## config.mk

```make
export PLATFORM = sky130hd
export DESIGN_NAME = jtdd_snd_cmdfifo
export DESIGN_NICKNAME = d
export VERILOG_FILES = /design/src/rtl/jtdd_snd_cmdfifo.sv
export SDC_FILE = /design/constraint.sdc
export NUM_CORES = 1
export LEC_CHECK = 0
export ABC_AREA = 0
export CAP_MARGIN = 25
export CORE_ASPECT_RATIO = 1.1
export CORE_MARGIN = 8
export CORE_UTILIZATION = 58
export DETAILED_ROUTE_END_ITERATION = 7
export GPL_TIMING_DRIVEN = 0
export PLACE_DENSITY_LB_ADDON = 0.3
export SLEW_MARGIN = 20
export SYNTH_ARGS = -nofsm -noshare
export SYNTH_HDL_FRONTEND = slang
export SYNTH_SLANG_ARGS = --single-unit
```

## constraint.sdc

```tcl
create_clock -name clk -period 3 [get_ports clk]
set_input_delay 0.3 -clock clk [delete_from_list [all_inputs] [get_ports clk]]
set_output_delay 0.3 -clock clk [all_outputs]
set_load 0.02 [all_outputs]
```

## src/rtl/jtdd_snd_cmdfifo.sv

```systemverilog
// jtdd_snd_cmdfifo
// Sound command FIFO. It replaces the single sound latch and the NMI flip-flop
// between the main CPU and the sound Z80. Back-to-back commands queue up while
// the Z80 is busy. The head entry is presented on the Z80 latch read path.
//
// Ports
//   clk       system clock; all logic runs on its rising edge
//   rst_n     synchronous reset, active low
//   main_wr   main-CPU latch write strobe; its rising edge pushes main_din
//   main_din  command data [DW-1:0]
//   snd_rd    sound-CPU latch select (level); its falling edge pops the head
//   snd_dout  head entry, registered; holds the last value when empty
//   nmi_n     sound-CPU NMI, active low (latched or pulsed, see NMI_MODE)
//   empty     no entries stored
//   full      2^AW entries stored
//   count     number of stored entries [AW:0]
//   ovf       sticky overflow flag, set when a push is dropped
//   ovf_clr   one-cycle pulse that clears ovf (a new overflow wins)
module jtdd_snd_cmdfifo #(
    parameter int DW       = 8,
    parameter int AW       = 3,
    parameter int NMI_MODE = 0,
    parameter int NMI_W    = 16
) (
    input  logic          clk,
    input  logic          rst_n,
    input  logic          main_wr,
    input  logic [DW-1:0] main_din,
    input  logic          snd_rd,
    output logic [DW-1:0] snd_dout,
    output logic          nmi_n,
    output logic          empty,
    output logic          full,
    output logic [AW:0]   count,
    output logic          ovf,
    input  logic          ovf_clr
);

    localparam int DEPTH = 1 << AW;
    // Pointers need at least one bit. With AW=0 they are held at zero.
    localparam int PW    = (AW > 0) ? AW : 1;

    localparam logic [AW:0] CNT_ZERO = '0;
    localparam logic [AW:0] CNT_ONE  = (AW+1)'(1);
    localparam logic [AW:0] CNT_FULL = (AW+1)'(DEPTH);

    localparam logic [1:0] ST_IDLE  = 2'd0;
    localparam logic [1:0] ST_PULSE = 2'd1;
    localparam logic [1:0] ST_GAP   = 2'd2;

    logic [DW-1:0] mem [DEPTH];
    logic [PW-1:0] wr_ptr;
    logic [PW-1:0] rd_ptr;
    logic          wr_d;
    logic          rd_d;

    logic          push_ev;
    logic          pop_ev;
    logic          rd_rise;
    logic          push_ok;
    logic          pop_ok;
    logic [AW:0]   count_nxt;
    logic [DW-1:0] dout_nxt;

    logic          nmi_lat;
    logic [1:0]    nmi_st;
    logic [7:0]    pw_cnt;
    logic          pend;
    logic          trig;

    function automatic logic [PW-1:0] ptr_inc(input logic [PW-1:0] p);
        if (AW == 0)
            return '0;
        else
            return p + PW'(1);
    endfunction

    assign push_ev = main_wr & ~wr_d;
    assign pop_ev  = ~snd_rd & rd_d;
    assign rd_rise = snd_rd & ~rd_d;

    assign empty = (count == CNT_ZERO);
    assign full  = (count == CNT_FULL);

    // A pop on an empty FIFO is ignored. When full, a push is accepted only
    // if a real pop frees the slot in the same cycle.
    assign pop_ok  = pop_ev & ~empty;
    assign push_ok = push_ev & (~full | pop_ok);

    always_comb begin
        count_nxt = count;
        case ({push_ok, pop_ok})
            2'b10:   count_nxt = count + CNT_ONE;
            2'b01:   count_nxt = count - CNT_ONE;
            default: count_nxt = count;
        endcase
    end

    // Next head value. When only one entry is left and it is popped together
    // with a push, the new head is the incoming data. Its memory slot is
    // written in this same cycle, so main_din bypasses the array.
    always_comb begin
        dout_nxt = snd_dout;
        if (pop_ok) begin
            if (count == CNT_ONE) begin
                if (push_ok)
                    dout_nxt = main_din;
            end else begin
                dout_nxt = mem[ptr_inc(rd_ptr)];
            end
        end else if (push_ok && empty) begin
            dout_nxt = main_din;
        end
    end

    always_ff @(posedge clk) begin
        if (rst_n && push_ok)
            mem[wr_ptr] <= main_din;
    end

    always_ff @(posedge clk) begin
        // The edge detectors track the inputs even in reset. A strobe that is
        // already high when reset is released therefore creates no event.
        wr_d <= main_wr;
        rd_d <= snd_rd;
        if (!rst_n) begin
            wr_ptr   <= '0;
            rd_ptr   <= '0;
            count    <= '0;
            ovf      <= 1'b0;
            snd_dout <= '0;
        end else begin
            count    <= count_nxt;
            snd_dout <= dout_nxt;
            if (push_ok)
                wr_ptr <= ptr_inc(wr_ptr);
            if (pop_ok)
                rd_ptr <= ptr_inc(rd_ptr);
            if (push_ev && !push_ok)
                ovf <= 1'b1;
            else if (ovf_clr)
                ovf <= 1'b0;
        end
    end

    // Latched NMI: the Z80 acknowledges an NMI by starting the latch read.
    // The NMI is asserted again if entries remain after the pop.
    always_ff @(posedge clk) begin
        if (!rst_n)
            nmi_lat <= 1'b1;
        else if (rd_rise)
            nmi_lat <= 1'b1;
        else if (push_ok || (pop_ok && count_nxt != CNT_ZERO))
            nmi_lat <= 1'b0;
    end

    // Pulsed NMI: a fixed-length low pulse. A trigger that arrives during a
    // pulse is remembered. It is serviced after a one-cycle high gap, but only
    // if entries are still stored.
    assign trig = (push_ok && empty) || (pop_ok && count_nxt != CNT_ZERO);

    always_ff @(posedge clk) begin
        if (!rst_n) begin
            nmi_st <= ST_IDLE;
            pw_cnt <= '0;
            pend   <= 1'b0;
        end else begin
            case (nmi_st)
                ST_IDLE: begin
                    if (trig) begin
                        nmi_st <= ST_PULSE;
                        pw_cnt <= 8'(NMI_W - 1);
                    end
                end
                ST_PULSE: begin
                    if (trig)
                        pend <= 1'b1;
                    if (pw_cnt == 8'd0)
                        nmi_st <= ST_GAP;
                    else
                        pw_cnt <= pw_cnt - 8'd1;
                end
                ST_GAP: begin
                    pend <= 1'b0;
                    if ((pend || trig) && count_nxt != CNT_ZERO) begin
                        nmi_st <= ST_PULSE;
                        pw_cnt <= 8'(NMI_W - 1);
                    end else begin
                        nmi_st <= ST_IDLE;
                    end
                end
                default: begin
                    nmi_st <= ST_IDLE;
                    pend   <= 1'b0;
                end
            endcase
        end
    end

    assign nmi_n = (NMI_MODE == 0) ? nmi_lat : (nmi_st != ST_PULSE);

endmodule

```

==> impl_results.md, run 1 <==
- Reg-to-Reg End: mem[4][7]
- Warnings, synthesis: 0
- Routed Antenna Nets: 0
- DRC: 0
- Clk Latency, worst-skew pair: 0.35 ns
- Hold Crit Endpoint: wr_d
- Post-Synthesis Cells: 237
- GRT Resource Usage Total: 17.1%
- 1st-pass router iterations: 4
- Reg2reg start: count[0]
- Port bufs: 28
- Final setup fails: 0
- Post-CTS Resized: 0
- Hold_buf cts: 0
- Initial antenna violation count: 0
- Core region area: 6190 sq um
- Final worst slack: 0.418 ns
- Max-Cap Viols: 0
- Clock transition at path regs: 0.09 ns
- Layout net count: 300
- CP Capture Type: flip-flop
- First-pass GRT wire length: 11900 microns
- Largest net degree at the start of global routing: 16
- CTS root buffer: clkbuf_8
- Routability cong.: 0.850
- Via-per-instance ratio: 5.97
- Critical path data arrival time: 2.56 ns
- Chip height: 100 microns
- Critical path class: flip-flop to flip-flop
- Worst Hold Launch: main_wr
- Register area share after synthesis: 63.1%
- R2r setup slk: 0.42 ns
- DPL Wire Length: 5050 microns
- Die area: 9280 sq um
- Hold Path Cell Cnt: 1
- Inserted Clock Buffers: 9
- Slew headroom: 36.7%
- Post-Route WL: 7350 microns
- Worst-case reg-to-reg path depth: 6
- Clock sink count: 86
- Yosys reg bits: 86
- Area Growth Syn to Fin: 18.0%
- Most frequent cells in the layout: 64 x edfxtp_1, 28 x clkdlybuf4s50_1, 22 x dfxtp_1
- Routed via count: 2192
- CTS Buffer Depth: 2
- Synth async-reset ratio: 0%
- Post-layout util: 71.4%
- Ports: 29
- Vias in the first global route: 2287
- Hold Vio Cnt, Final: 0
- DIE WIDTH: 92.6 microns
- Top_reg_cell synth: edfxtp_1
- Mapped Nets: 255
- Commonest non-fill, non-tap cell in the layout: edfxtp_1
- Distinct cells, synth: 53
- Slew @ Worst Pin: 0.946 ns
- Max VDD drop: 404 uV
- EDFF count, synth: 64
- RSZ-0062 raised after global routing: no
- DR WL/cell: 20.0 microns
- Leak: 1.50 nW
- Cell area after synthesis: 3740 sq um
- Slew Limit Fails: 0
- Post-route clock skew: 0.0106 ns
- Min-delay worst type: input pin to flip-flop
- Min Tclk post-route: 2.58 ns
- CTS tree: built
- Highest Clock Rate: 0.387 GHz
- Layout cell share with drive strength beyond 1: 20.6%
- 1st-iter DRT viols: 116
- Syn avg cell area: 15.8 sq um
- Final Cycle Share: 86.1%
- Setup repair bufs after CTS: 0
- CP Max Fanout: 9
- ANT cells: 0
- DP Worst Slack: 0.420 ns
- Status: complete, no violations
- Power per standard cell area: 639 nW/um^2
- GRT Residual Overflow: 0
- Worst EP required: 2.98 ns
- Initial core utilization: 60.4%
- CP Launch Type: flip-flop
- CTS H-tree depth: 3
- # rows: 30
==> kinds of logic after synthesis <==
logic type,count (synthesis),share of synthesized area [%]
mux,26,13.1
compound gates,38,7.89
buf+inv,18,4.21
flops,86,63.1
xor+xnor,5,1.37
simple gates,59,8.66
fa+ha+maj,5,1.67
==> Yosys cell counts, types with 4 or more instances <==
master	instances	share of area [%]
a21oi_1	5	0.67
a22o_1	8	1.9
and2_1	5	0.84
dfxtp_1	22	12
edfxtp_1	64	51
ha_1	5	1.7
inv_1	7	0.70
mux2i_1	10	2.7
mux4_1	8	5.6
mux4_2	8	4.8
nand2_1	16	1.6
nand3_1	4	0.53
nor2_1	9	0.90
nor3_1	5	0.67
o21ai_0	7	0.94
xnor2_1	4	0.94
==> state kept, by name, summed over array words and instances (netlist names) <==
name and count:
mem 64, snd_dout 8, count 4, rd_ptr 3, wr_ptr 3, nmi_n 1
ovf 1, rd_d 1, wr_d 1
==> area by class of cell <==
| type | instances | area (sq um) |
|---|---|---|
| timing repair buffer | 34 | 320 |
| buffer | 11 | 131 |
| inverter | 7 | 26.3 |
| sequential | 86 | 2360 |
| clock buffer | 10 | 128 |
| clock inverter | 6 | 95.1 |
| fill | 425 | 1770 |
| multi-input combinational | 133 | 1260 |
| tap | 80 | 100 |
==> per-layer routing <==
metal	up-vias	wire, microns	GRT usage (%)	part of all wire (%)
li1	1024	-	-	-
met1	1086	3110	20.6	42
met2	64	3610	27.3	49
met3	18	438	4.85	6.0
met4	0	181	8.93	2.5
met5	-	0	0	0
==> worst max-delay path by stage <==
stage | startpoint | end | slack, ns | depth (start not counted)
after global routing | count[0] | mem[1][1] | 0.25 | 7
after detailed placement | count[0] | mem[4][6] | 0.42 | 6
after CTS | count[0] | mem[7][3] | 0.38 | 6
after floorplan | count[0] | mem[1][0] | 0.41 | 6
final | count[0] | mem[4][7] | 0.42 | 6
after global placement | count[0] | mem[2][6] | -0.43 | 6
==> through the flow <==
step	setup TNS [ns]	power, W	instances	instance area [sq um]	hold slack, ns
after floorplan	0	0.00177	237	3740	0.328
after global placement	-6.43	0.00194	345	4120	0.461
after detailed placement	0	0.00196	351	4200	0.460
after CTS	0	0.00284	367	4420	0.432
after global routing	0	0.00294	367	4420	0.454
final	0	0.00282	367	4420	0.456
==> power by group <==
group	switching (W)	internal [W]
clock network	0.000420	0.000476
registers	0.0000373	0.00132
logic	0.000289	0.000287
total	0.000745	0.00208
==> critical path, stage by stage (launching register included) <==
cell and delay, ns:
dfxtp_1 0.50, inv_1 0.08, ha_1 0.22, buf_8 0.13, nand3b_1 0.23, o211ai_1 0.26, nor2_1 0.79
No activity file was read; power rests on OpenSTA's default activity.
==> inputs of run 2 (changes only) <==
--- a/config.mk
+++ b/config.mk
@@ -9,7 +9,7 @@
 export CAP_MARGIN = 25
 export CORE_ASPECT_RATIO = 1.1
 export CORE_MARGIN = 8
-export CORE_UTILIZATION = 58
+export CORE_UTILIZATION = 35
 export DETAILED_ROUTE_END_ITERATION = 7
 export GPL_TIMING_DRIVEN = 0
 export PLACE_DENSITY_LB_ADDON = 0.3
==> impl_results.md, run 2 (synthesis gave the netlist of run 1 again) <==
- Status: complete, no violations
- Via-per-instance ratio: 4.95
- Most frequent cells in the layout: 64 x edfxtp_1, 28 x clkdlybuf4s50_1, 22 x dfxtp_1
- Die area: 14300 sq um
- Post-layout util: 44.1%
- Ports: 29
- Gate power share: 18.6%
- Layout net count: 298
- Routed via count: 2120
- Cell count after placement: 412
- Fill cells: 922
- DIE WIDTH: 115 microns
- Layout cell share with drive strength beyond 1: 20.0%
- CP max stage cell: nor4_2
- Max VDD drop: 340 uV
- DPL Wire Length: 5120 microns
- Biggest regs: mem x64, snd_dout x8, count x4
- Critical path data arrival time: 2.64 ns
- Final worst slack: 0.405 ns
- CTS root buffer: clkbuf_16
- Final Instance Area: 4590 sq um
- Slew @ Worst Pin: 0.849 ns
- CP Max Fanout: 9
- Max-Cap Viols: 0
- Routability cong.: 0.763
- Vias in the first global route: 2199
- Switch share: 24.9%
- Clock sink count: 86
- Largest register FFs: 64
- Routed Antenna Nets: 0
- Slew headroom: 43.2%
- Power Internal: 0.00234 W
- Total power draw: 0.00312 W
- DR WL/cell: 17.4 microns
- Flop pwr share: 43.4%
- Final Cycle Share: 86.5%
- DP Worst Slack: 0.288 ns
- Setup repair bufs after CTS: 0
- Slew Limit Fails: 0
- First-pass GRT wire length: 11800 microns
- Post-route clock skew: 0.00651 ns
- Hold_buf cts: 0
- CP Launch Type: flip-flop
- Chip height: 124 microns
- # rows: 39
- Leak: 1.54 nW
- Min-delay worst type: flip-flop to flip-flop
- Worst EP required: 3.04 ns
- Post-Route WL: 7460 microns
- Finished Layout Cells: 428
- 1st-iter DRT viols: 78
- DRC: 0
- Commonest non-fill, non-tap cell in the layout: edfxtp_1
- Initial core utilization: 36.0%
- Clock transition at path regs: 0.06 ns
- Crit-path leading delay family: simple AND/OR/NAND/NOR gates
- Clock power share: 38.0%
- Largest net degree at the start of global routing: 16
- Highest Clock Rate: 0.385 GHz
- Crit path cell chain: inv_1, ha_1, buf_8, nand3b_1, o21ai_2, nor4_2, buf_4
- Clk Latency, worst-skew pair: 0.33 ns
- Inserted Clock Buffers: 9
- CTS H-tree depth: 3
- Post-CTS Resized: 0
- CP Capture Type: flip-flop
- Min Tclk post-route: 2.59 ns
- Area post-placement: 4270 sq um
- Area Growth Syn to Fin: 22.6%
- Hold Vio Cnt, Final: 0
- Port bufs: 28
- 1st-pass router iterations: 4
- CTS tree: built
- Final setup fails: 0
- GRT Residual Overflow: 0
- GRT Resource Usage Total: 11.0%
- RSZ-0062 raised after global routing: no
- Worst path bufs/invs: 3
- Power per standard cell area: 679 nW/um^2
- ANT cells: 0
- Core region area: 10400 sq um
- Critical path class: flip-flop to flip-flop
- Biggest register: mem
- Critical path's largest stage delay: 0.65 ns
- Initial antenna violation count: 0
- CTS Buffer Depth: 2
- Switching power: 0.000776 W
[run 2: changes by cell type in the layout (fill, tap and decap cells not counted)]
cell,previous run,this run
clkinvlp_4,2,1
clkinv_4,1,2
inv_6,0,1
inv_8,1,0
clkbuf_8,11,2
buf_2,3,1
clkbuf_16,0,9
[run 2: final timing paths]
kind,start,end,slack (ns),depth (start not counted)
worst min register to register,snd_dout[2],snd_dout[2],0.47,1
worst max-delay path,count[0],mem[2][2],0.41,7
worst min-delay path,snd_dout[2],snd_dout[2],0.47,1
worst max register to register,count[0],mem[2][2],0.41,7
[run 2: routing by layer]
metal | track usage, % | routed length (microns) | vias to the layer above
met5 | 0 | 0 | -
met1 | 13.4 | 3310 | 1063
li1 | - | - | 1020
met2 | 17.6 | 3720 | 26
met4 | 5.41 | 141 | 0
met3 | 2.72 | 295 | 11
[run 2: worst register-to-register path, cell delays in order (launching register included)]
cell	delay, ns
dfxtp_1	0.48
inv_1	0.08
ha_1	0.22
buf_8	0.14
nand3b_1	0.23
o21ai_2	0.22
nor4_2	0.65
buf_4	0.28
[run 2: power by group through the flow]
stage / combinational [W] / clock, W / sequential (W)
after floorplan: 0.000363 / 0 / 0.00141
after detailed placement: 0.000585 / 0 / 0.00138
after global placement: 0.000576 / 0 / 0.00138
after CTS: 0.000587 / 0.00121 / 0.00135
after global routing: 0.000626 / 0.00125 / 0.00136
final: 0.000579 / 0.00118 / 0.00135
[run 2: layout make-up]
type / count / area, sq um / area share (%)
multi-input combinational: 133 / 1260 / 27.4
clock inverter: 6 / 93.8 / 2.05
tap: 143 / 179 / 3.90
buffer: 11 / 131 / 2.86
inverter: 7 / 26.3 / 0.573
sequential: 86 / 2360 / 51.5
clock buffer: 10 / 229 / 4.99
timing repair buffer: 32 / 310 / 6.76
[run 2: metrics by stage]
| step | hold WS, ns | TNS (ns) |
|---|---|---|
| finish | 0.471 | 0 |
| global route | 0.476 | 0 |
| CTS | 0.470 | 0 |
| detailed placement | 0.458 | 0 |
| global placement | 0.456 | -8.35 |
| floorplan | 0.328 | 0 |
